===== src/rtl/spi_scan_ctrl.sv =====
// SPI master that scans sensor channels out of an SPI RAM slave, optionally
// strobing ldb for a snapshot, and interleaves single host writes between frames.
module spi_scan_ctrl #(
    parameter int CLK_DIV = 4,
    parameter int GAP     = 4,
    parameter int DATA_W  = 11
) (
    input  logic              clk,
    input  logic              rst,
    input  logic              start,
    input  logic              snap,
    input  logic [15:0]       ch_mask,
    input  logic              wr_req,
    input  logic [3:0]        wr_addr,
    input  logic [DATA_W-1:0] wr_data,
    output logic              wr_ack,
    output logic              busy,
    output logic              done,
    output logic              rd_valid,
    output logic [3:0]        rd_addr,
    output logic [DATA_W-1:0] rd_data,
    output logic              spi_clk,
    output logic              csb,
    output logic              mosi,
    input  logic              miso,
    output logic              ldb
);

    localparam int FRAME_W = 1 + 4 + DATA_W;
    localparam int CNT_MAX = (CLK_DIV > GAP) ? CLK_DIV : GAP;
    localparam int CNT_W   = $clog2(CNT_MAX + 1);
    localparam logic [CNT_W-1:0] HALF_END  = CNT_W'(CLK_DIV - 1);
    localparam logic [CNT_W-1:0] GAP_END   = CNT_W'(GAP);
    localparam logic [CNT_W-1:0] CNT_ONE   = CNT_W'(1);
    localparam logic [4:0]       LAST_CYC  = 5'(FRAME_W);
    localparam logic [4:0]       FIRST_RX  = 5'(FRAME_W - DATA_W + 1);

    typedef enum logic [2:0] {IDLE, ARB, SETUP, SHIFT, GAP_ST, DONE} state_t;

    function automatic logic [3:0] lowest_ch(input logic [15:0] m);
        lowest_ch = 4'd0;
        for (int i = 15; i >= 0; i--) begin
            if (m[i]) lowest_ch = 4'(i);
        end
    endfunction

    state_t             state_q, state_d;
    logic [CNT_W-1:0]   cnt;
    logic [4:0]         cyc;
    logic [FRAME_W-1:0] tx;
    logic [DATA_W-1:0]  rx;
    logic [15:0]        pending;
    logic               snap_pend, scan_active, wr_busy;
    logic               fr_wr, fr_rd;
    logic [3:0]         fr_ch;
    logic               half_end, work;

    assign half_end = (cnt == HALF_END);
    assign work     = wr_req || (|pending) || snap_pend;
    assign busy     = scan_active || wr_busy;
    assign done     = (state_q == DONE);

    always_ff @(posedge clk or posedge rst) begin
        if (rst) state_q <= IDLE;
        else     state_q <= state_d;
    end

    always_comb begin
        state_d = state_q;
        case (state_q)
            IDLE:   if (start || wr_req || scan_active) state_d = ARB;
            ARB: begin
                if (work)             state_d = SETUP;
                else if (scan_active) state_d = DONE;
                else                  state_d = IDLE;
            end
            SETUP:  if (half_end) state_d = SHIFT;
            SHIFT:  if (half_end && spi_clk && cyc == LAST_CYC) state_d = GAP_ST;
            GAP_ST: if (cnt == GAP_END) state_d = ARB;
            DONE:   state_d = IDLE;
            default: state_d = IDLE;
        endcase
    end

    always_ff @(posedge clk or posedge rst) begin
        if (rst) begin
            cnt <= '0; cyc <= '0; tx <= '0; rx <= '0;
            pending <= '0; snap_pend <= 1'b0; scan_active <= 1'b0; wr_busy <= 1'b0;
            fr_wr <= 1'b0; fr_rd <= 1'b0; fr_ch <= '0;
            wr_ack <= 1'b0; rd_valid <= 1'b0; rd_addr <= '0; rd_data <= '0;
            spi_clk <= 1'b0; csb <= 1'b1; mosi <= 1'b0; ldb <= 1'b1;
        end else begin
            rd_valid <= 1'b0;
            wr_ack   <= 1'b0;
            if (wr_ack) wr_busy <= 1'b0;
            // A scan can be latched at any time no scan is active, even mid-write.
            if (start && !scan_active) begin
                scan_active <= 1'b1;
                pending     <= ch_mask;
                snap_pend   <= snap;
            end
            case (state_q)
                ARB: begin
                    cnt  <= '0;
                    cyc  <= '0;
                    mosi <= 1'b0;
                    if (wr_req) begin
                        csb     <= 1'b0;
                        tx      <= {1'b0, wr_addr, wr_data};
                        fr_wr   <= 1'b1;
                        fr_rd   <= 1'b0;
                        wr_busy <= 1'b1;
                    end else if (|pending) begin
                        csb   <= 1'b0;
                        tx    <= {1'b1, lowest_ch(pending), {DATA_W{1'b0}}};
                        fr_wr <= 1'b0;
                        fr_rd <= 1'b1;
                        fr_ch <= lowest_ch(pending);
                        if (snap_pend) begin
                            ldb       <= 1'b0;
                            snap_pend <= 1'b0;
                        end
                    end else if (snap_pend) begin
                        // Snapshot with no channels: dummy read of address 0.
                        csb       <= 1'b0;
                        tx        <= {1'b1, 4'd0, {DATA_W{1'b0}}};
                        fr_wr     <= 1'b0;
                        fr_rd     <= 1'b0;
                        ldb       <= 1'b0;
                        snap_pend <= 1'b0;
                    end else if (scan_active) begin
                        scan_active <= 1'b0;
                    end
                end
                SETUP: begin
                    if (half_end) begin
                        cnt     <= '0;
                        spi_clk <= 1'b1;
                    end else begin
                        cnt <= cnt + 1'b1;
                    end
                end
                SHIFT: begin
                    if (half_end) begin
                        cnt <= '0;
                        if (spi_clk) begin
                            spi_clk <= 1'b0;
                            if (cyc >= FIRST_RX) rx <= {rx[DATA_W-2:0], miso};
                        end else begin
                            spi_clk <= 1'b1;
                            cyc     <= cyc + 5'd1;
                            if (cyc == 5'd3) ldb <= 1'b1;
                        end
                    end else begin
                        cnt <= cnt + 1'b1;
                        // Change mosi one clk after the falling edge, clear of the slave's sample.
                        if (!spi_clk && cnt == '0) begin
                            mosi <= tx[FRAME_W-1];
                            tx   <= {tx[FRAME_W-2:0], 1'b0};
                        end
                    end
                end
                GAP_ST: begin
                    if (cnt == '0) begin
                        csb  <= 1'b1;
                        mosi <= 1'b0;
                        if (fr_wr) wr_ack <= 1'b1;
                        if (fr_rd) pending[fr_ch] <= 1'b0;
                    end
                    if (cnt == CNT_ONE && fr_rd) begin
                        rd_valid <= 1'b1;
                        rd_addr  <= fr_ch;
                        rd_data  <= rx;
                    end
                    if (cnt != GAP_END) cnt <= cnt + 1'b1;
                end
                default: ;
            endcase
        end
    end

endmodule


===== config.mk =====
export PLATFORM = sky130hd
export DESIGN_NAME = spi_scan_ctrl
export DESIGN_NICKNAME = d
export VERILOG_FILES = /design/src/rtl/spi_scan_ctrl.sv
export SDC_FILE = /design/constraint.sdc
export NUM_CORES = 1
export LEC_CHECK = 0
export ABC_CLOCK_PERIOD_IN_PS = 3100
export BUFFER_PORTS_ARGS = -buffer_cell sky130_fd_sc_hd__buf_2
export CORE_MARGIN = 1
export CORE_UTILIZATION = 40
export CTS_CLUSTER_DIAMETER = 100
export DETAILED_ROUTE_END_ITERATION = 8
export GPL_TIMING_DRIVEN = 0
export PLACE_DENSITY = 0.62
export SLEW_MARGIN = 10
export SYNTH_ARGS = -nofsm -noshare
export SYNTH_HDL_FRONTEND = slang
export SYNTH_SLANG_ARGS = --single-unit

===== constraint.sdc =====
create_clock -name clk -period 3.1 [get_ports clk]
set_input_delay 0.31 -clock clk [delete_from_list [all_inputs] [get_ports clk]]
set_output_delay 0.31 -clock clk [all_outputs]
set_load 0.02 [all_outputs]

==> flow_summary.json, run 1 <==
{
  "ant_nets": 0,
  "setup.worst_path.start": "pending[10]",
  "gp_congestion": 0.860,
  "p_switching_mw": 1.40,
  "grt_overflow": 0,
  "max_stage_delay_ns": 0.49,
  "cts_root_buffer": "clkbuf_8",
  "synthCells": 393,
  "reg2reg_depth": 7,
  "nets": 510,
  "placed_cells": 586,
  "wl_mm": 9.00,
  "power_density_mw_per_mm2": 740,
  "ys.flop_type": "dfrtp_1",
  "antennaDiodeCount": 0,
  "synth_top_area_share_pct": 50.4,
  "power_frac_clock_pct": 21.5,
  "cts_resized": 0,
  "start_util_pct": 41.5,
  "die_w_um": 103,
  "cp.arrival_ns": 2.64,
  "grt_pass1_vias": 3054,
  "worst-path-max-fanout": 10,
  "syn_nets": 438,
  "cts.sinks": 84,
  "drt_iter0_drc": 147,
  "grt_pass1_wl_mm": 15.1,
  "antenna_found_initial": 0,
  "hold_depth": 2,
  "finalHoldViolCount": 0,
  "syn_area_sq_mm": 0.00408,
  "io_pins": 60,
  "io_buffers": 59,
  "cts.clk_slew.worst_paths_ns": 0.10,
  "drc": 0,
  "cts_setup_buffers": 0,
  "slew_headroom_pct": 48.8,
  "seq_power_share_pct": 43.6,
  "setup_violations": 0,
  "fin_tns_setup_ns": 0,
  "synth-edff-count": 0,
  "cts_buffer_depth": 2,
  "core-area_sq_mm": 0.00982,
  "clk_latency_ns": 0.35,
  "yosysTopAreaCell": "dfrtp_1",
  "swShare_pct": 39.6,
  "rsz0062_at_grt": "false",
  "path_delay_family": "simple AND/OR/NAND/NOR gates",
  "avgViaCountPerCell": 5.23,
  "fillerInstances": 964,
  "rows": 36,
  "final_util_pct": 48.5,
  "ys_warn_count": 0,
  "cts_tree": "built",
  "regArea_sq_mm": 0.00210,
  "ff2ff_setup_slack_ns": 0.74,
  "min_period_over_period_pct": 76.2,
  "grt_max_degree": 47,
  "crit_buf_inv": 1,
  "final_area_sq_mm": 0.00477,
  "drt_pass1_iterations": 4,
  "worst_path_max_delay_cell": "nor4_1",
  "endpoint_kind": "register",
  "cts_made_buffers": 9,
  "dp_hpwl_mm": 6.60,
  "async_reset_ff_share_pct": 100,
  "syn_avg_cell_area_sq_um": 10.4,
  "place_area_sq_mm": 0.00457,
  "crit_required_ns": 3.37,
  "p_leak_nw": 2.25,
  "p_comb_share_pct": 34.8,
  "ys_ff_latch": 84,
  "tightest_slew_ns": 0.768,
  "synthTopCellsByArea": "dfrtp_1 50%, a21oi_1 5.6%, mux2_1 5.3%",
  "crit_type": "reg2reg",
  "die-area_sq_mm": 0.0106,
  "synth_cell_type_count": 54,
  "wire_per_inst_um": 14.9,
  "postCtsHoldBufs": 1,
  "p_int_mw": 2.13,
  "ys_seq_area_share_pct": 51.6,
  "drive_above_1_share_pct": 22.6,
  "max-cap-violations": 0,
  "cts.htree.levels": 3,
  "peakVddDrop_mv": 0.345,
  "min_path_type": "in2reg",
  "min-delay-start": "miso",
  "min_to": "rx[0]",
  "clock_skew_ns": 0.00771,
  "syn2layout_area_growth_pct": 16.9,
  "timing.rr.start": "pending[10]",
  "cp.depth": 7,
  "die_h_um": 103,
  "period_minus_slack_ns": 2.36,
  "run_status": "complete, no violations",
  "drv_slew": 0,
  "max_freq_ghz": 0.423,
  "worstPathCellList": "nor4_1, nand4_1, o31ai_2, a22o_2, buf_4, nand2_1, o31ai_2",
  "num_vias": 3152,
  "r2r_end": "tx[12]",
  "cp-start-kind": "register",
  "grt_usage_pct": 18.8,
  "layout.cells.non_filler": 603,
  "path_common_cell": "o31ai_2",
  "multi_input_area_sq_mm": 0.00183
}
routing by layer:
layer / GRT usage, % / vias to the layer above / wire [um]
met1: 25.9 / 1512 / 4320
met3: 3.93 / 19 / 468
met4: 7.69 / 0 / 193
met5: 0 / - / 0
met2: 28.9 / 83 / 4020
li1: - / 1538 / -
metrics by stage:
stage	setup WS, ns	hold WS [ns]	power [mW]
floorplan	0.628	0.439	2.43
global placement	-0.398	0.438	2.75
finish	0.737	0.162	3.53
detailed placement	0.756	0.382	2.79
CTS	0.739	0.153	3.56
global route	0.580	0.158	3.80
placed cells by master, fill, tap and decap left out, types with 5 or more instances in the layout:
master	n
buf_2	61
o21ai_0	10
clkbuf_1	6
clkbuf_8	9
mux2i_1	16
a21oi_1	46
nand2_1	42
inv_1	15
nor2_1	30
o21ai_1	14
and3_1	13
mux2_2	8
mux2_1	19
ha_1	8
nor3b_1	6
dfrtp_1	82
nand2b_1	5
layout make-up:
class,count,area share [%]
buffer,15,1.79
timing repair buffer,61,6.98
clock inverter,7,1.37
sequential,84,44.2
tap,133,3.49
clock buffer,9,2.60
inverter,16,1.31
multi-input combinational,278,38.3
flip-flops by register name, summed over array words and instances, names as in the netlist, 3 cells and up:
name / flops
rd_data: 11
rx: 11
rd_addr: 4
pending: 16
cyc: 5
state_q: 3
tx: 16
cnt: 3
fr_ch: 4
kinds of logic after synthesis:
kind of cell | Yosys count | share of synthesized area, %
xor+xnor | 5 | 1.07
compound gates | 95 | 13.8
mux | 43 | 11.4
flops | 84 | 51.6
simple gates | 127 | 16.0
fa+ha+maj | 8 | 2.46
buf+inv | 31 | 3.56
worst register-to-register path, delay by kind of cell (launching register included):
kind / cells / cell delay [ns]
AOI/OAI and AO/OA: 3 / 0.76
buffers and inverters: 1 / 0.19
DFF: 1 / 0.42
and+or+nand+nor: 3 / 0.92
power groups by stage:
stage	Sequential, mW	Combinational, mW	Clock (mW)
detailed placement	1.56	1.23	0
global placement	1.55	1.20	0
finish	1.54	1.23	0.759
CTS	1.54	1.24	0.786
floorplan	1.55	0.886	0
global route	1.57	1.39	0.836
synthesized netlist by cell type (2+ instances only):
cell and instances:
a211oi_1 2, nand4_1 3, inv_1 16, or3_1 2, nor3_1 4, or4_1 2
nand2b_1 5, nand3_1 3, o31ai_2 3, buf_6 2, o21ai_0 10, o211ai_1 2
xor2_1 3, buf_4 3, o31ai_1 4, nor2b_1 2, dfrtp_1 82, buf_1 2
nor2_1 30, mux2_2 8, mux2_1 19, nor4_2 3, nor3b_1 6, o21ai_1 14
a221oi_1 2, and2_1 3, and3_1 13, nand2_1 42, o22ai_1 3, dfstp_2 2
mux2i_1 16, a21oi_1 46, clkbuf_1 6, buf_2 2, ha_1 8, xnor2_1 2
worst max path at each step:
| stage | to | slack [ns] |
|---|---|---|
| 2_1_floorplan | cnt[0] | 0.63 |
| 3_3_place_gp | fr_wr | -0.40 |
| 3_5_place_dp | rd_data[6] | 0.76 |
| 4_1_cts | rd_data[6] | 0.74 |
| 5_1_grt | rd_data[6] | 0.58 |
| 6_report | tx[12] | 0.74 |
Note: power is estimated with default switching activity, not from simulation.
==> inputs of run 2 (changes only) <==
--- a/config.mk
+++ b/config.mk
@@ -5,14 +5,15 @@
 export SDC_FILE = /design/constraint.sdc
 export NUM_CORES = 1
 export LEC_CHECK = 0
-export ABC_CLOCK_PERIOD_IN_PS = 3100
+export ABC_AREA = 1
+export ABC_CLOCK_PERIOD_IN_PS = 2100
 export BUFFER_PORTS_ARGS = -buffer_cell sky130_fd_sc_hd__buf_2
 export CORE_MARGIN = 1
 export CORE_UTILIZATION = 40
 export CTS_CLUSTER_DIAMETER = 100
 export DETAILED_ROUTE_END_ITERATION = 8
 export GPL_TIMING_DRIVEN = 0
-export PLACE_DENSITY = 0.62
+export PLACE_DENSITY = 0.65
 export SLEW_MARGIN = 10
 export SYNTH_ARGS = -nofsm -noshare
 export SYNTH_HDL_FRONTEND = slang
==> constraint.sdc (replaced) <==
create_clock -name clk -period 2.1 [get_ports clk]
set_input_delay 0.21 -clock clk [delete_from_list [all_inputs] [get_ports clk]]
set_output_delay 0.21 -clock clk [all_outputs]
set_load 0.02 [all_outputs]
==> run 2 against run 1 <==
Final area decreased by 0.79%; sequential cell count unchanged; via count increased by 9.2%; clock power increased by 54%; utilization increased by 0.064 points; power increased by 78%; largest power group is now combinational cells.
==> flow_summary.json, run 2 <==
{
  "run_status": "complete, no violations",
  "min_to": "tx[0]",
  "start_util_pct": 41.2,
  "die-area_sq_mm": 0.0104,
  "dp_hpwl_mm": 6.94,
  "finalHoldViolCount": 0,
  "period_minus_slack_ns": 1.91,
  "drt_pass1_iterations": 4,
  "drv_slew": 0,
  "timing.rr.start": "state_q[1]",
  "min_path_type": "in2reg",
  "io_buffers": 58,
  "setup_violations": 0,
  "syn_nets": 512,
  "r2r_end": "pending[10]",
  "syn_avg_cell_area_sq_um": 8.59,
  "mostFrequentLayoutCell": "nand2_1",
  "die_h_um": 102,
  "power_density_mw_per_mm2": 1330,
  "wire_per_inst_um": 13.9,
  "max_freq_ghz": 0.522,
  "ys_seq_area_share_pct": 52.5,
  "worst_path_max_delay_cell": "nor3_1",
  "clock_skew_ns": 0.00779,
  "antennaDiodeCount": 0,
  "cts_made_buffers": 9,
  "syn_area_sq_mm": 0.00401,
  "io_pins": 60,
  "ant_nets": 0,
  "crit_type": "reg2reg",
  "synthCells": 467,
  "yosysTopAreaCell": "dfrtp_1",
  "p_total_mw": 6.28,
  "antenna_found_initial": 0,
  "final_util_pct": 48.6,
  "rsz0062_at_grt": "true",
  "fin_tns_setup_ns": 0,
  "ys_ff_latch": 84,
  "regArea_sq_mm": 0.00210,
  "drt_iter0_drc": 171,
  "min-delay-start": "wr_data[0]",
  "max_stage_delay_ns": 0.55,
  "grt_overflow": 0,
  "synth_top_area_share_pct": 51.2,
  "synth.most_common_cell": "nand2_1",
  "cts.sinks": 84,
  "ff2ff_setup_slack_ns": 0.19,
  "cts_setup_buffers": 0,
  "holdWs_ns": 0.0792,
  "wl_mm": 9.41,
  "placed_cells": 660,
  "async_reset_ff_share_pct": 100,
  "cp.arrival_ns": 2.12,
  "gp_congestion": 0.807,
  "largest_registers": "pending x16, tx x16",
  "peakVddDrop_mv": 0.502,
  "mostFrequentLayoutCells": "89 x nand2_1, 82 x dfrtp_1, 66 x buf_2",
  "cts.htree.levels": 3,
  "multi_input_area_sq_mm": 0.00161,
  "setup.worst_path.start": "state_q[1]",
  "core-area_sq_mm": 0.00973,
  "avgViaCountPerCell": 5.08,
  "num_vias": 3441,
  "synthTopCellsByCount": "89 x nand2_1, 82 x dfrtp_1, 51 x inv_1",
  "die_w_um": 102,
  "synthTopCellsByArea": "dfrtp_1 51%, nand2_1 8.3%, a22oi_1 4.9%",
  "grt_usage_pct": 20.1,
  "syn2layout_area_growth_pct": 17.9,
  "layout.cells.non_filler": 677,
  "rows": 36,
  "worstPathCellList": "nor2_1, nand2_1, buf_2, nor3_1, a22oi_1",
  "hold_depth": 3,
  "cts.clk_slew.worst_paths_ns": 0.10,
  "grt_max_degree": 32,
  "max-cap-violations": 0,
  "reg2reg_depth": 5,
  "synth_cell_type_count": 33,
  "worst-path-max-fanout": 10,
  "grt_pass1_vias": 3339,
  "endpoint_kind": "register",
  "ys.flop_type": "dfrtp_1",
  "cts_buffer_depth": 2,
  "grt_pass1_wl_mm": 16.0,
  "drive_above_1_share_pct": 19.9,
  "crit_required_ns": 2.31,
  "tightest_slew_ns": 0.689,
  "cp-start-kind": "register",
  "clk_latency_ns": 0.37,
  "fillerInstances": 1000,
  "min_period_over_period_pct": 91.1,
  "slew_headroom_pct": 53.7,
  "drc": 0,
  "nets": 584,
  "synth-edff-count": 0,
  "cts_root_buffer": "clkbuf_8",
  "p_leak_nw": 2.28,
  "cts_tree": "built",
  "ys_warn_count": 0
}
[run 2: critical path: cells and delay by family, from the launching register on]
family | cells | cell delay [ns]
AO/OA/AOI/OAI | 1 | 0.15
buffers and inverters | 1 | 0.21
flip-flops | 1 | 0.48
AND/OR/NAND/NOR | 3 | 0.92
[run 2: per-stage QoR]
step           area [sq um]  setup slack (ns)
2_1_floorplan          4010             0.476
3_5_place_dp           4510             0.177
3_3_place_gp           4470             0.185
5_1_grt                4730           -0.0528
4_1_cts                4720             0.170
6_report               4730             0.186
[run 2: logic make-up after synthesis]
family / count (synthesis) / share of synthesized area (%)
and+or+nand+nor: 189 / 21.0
muxes: 1 / 0.281
DFF: 84 / 52.5
buffers and inverters: 75 / 7.46
AOI/OAI and AO/OA: 110 / 16.3
adders and majority gates: 8 / 2.50
[run 2: worst max path at each step]
stage	to	slack (ns)	depth (start not counted)
finish	pending[10]	0.19	5
global route	pending[10]	-0.05	5
CTS	ldb	0.17	5
detailed placement	ldb	0.18	5
global placement	ldb	0.19	5
floorplan	cyc[4]	0.48	10
[run 2: timing repair]
item / 4_1_cts / 5_1_grt
endpoints found under the hold margin: 27 / 0
endpoints found under the setup margin: 0 / 20
hold buffers: 1 / 0
resized for setup: 0 / 2
[run 2: power by group]
| group | switching, mW | leakage, nW | internal, mW |
|---|---|---|---|
| sequential | 0.347 | 1.10 | 2.15 |
| combinational | 1.70 | 1.08 | 0.911 |
| clock | 0.696 | 0.103 | 0.475 |
[run 2: layer usage]
metal / wire (um) / GRT usage, % / vias up
met5: 0 / 0 / -
met4: 95 / 5.27 / 0
met3: 451 / 4.51 / 9
met2: 4350 / 32.1 / 77
met1: 4510 / 27.6 / 1652
li1: - / - / 1703
[run 2: area by class of cell]
type,count,share of cell area (%)
multi-input combinational,308,34.1
clock inverter,7,1.61
inverter,59,4.76
clock buffer,9,2.62
sequential,84,44.5
buffer,16,1.64
tap,133,3.52
timing repair buffer,61,7.20
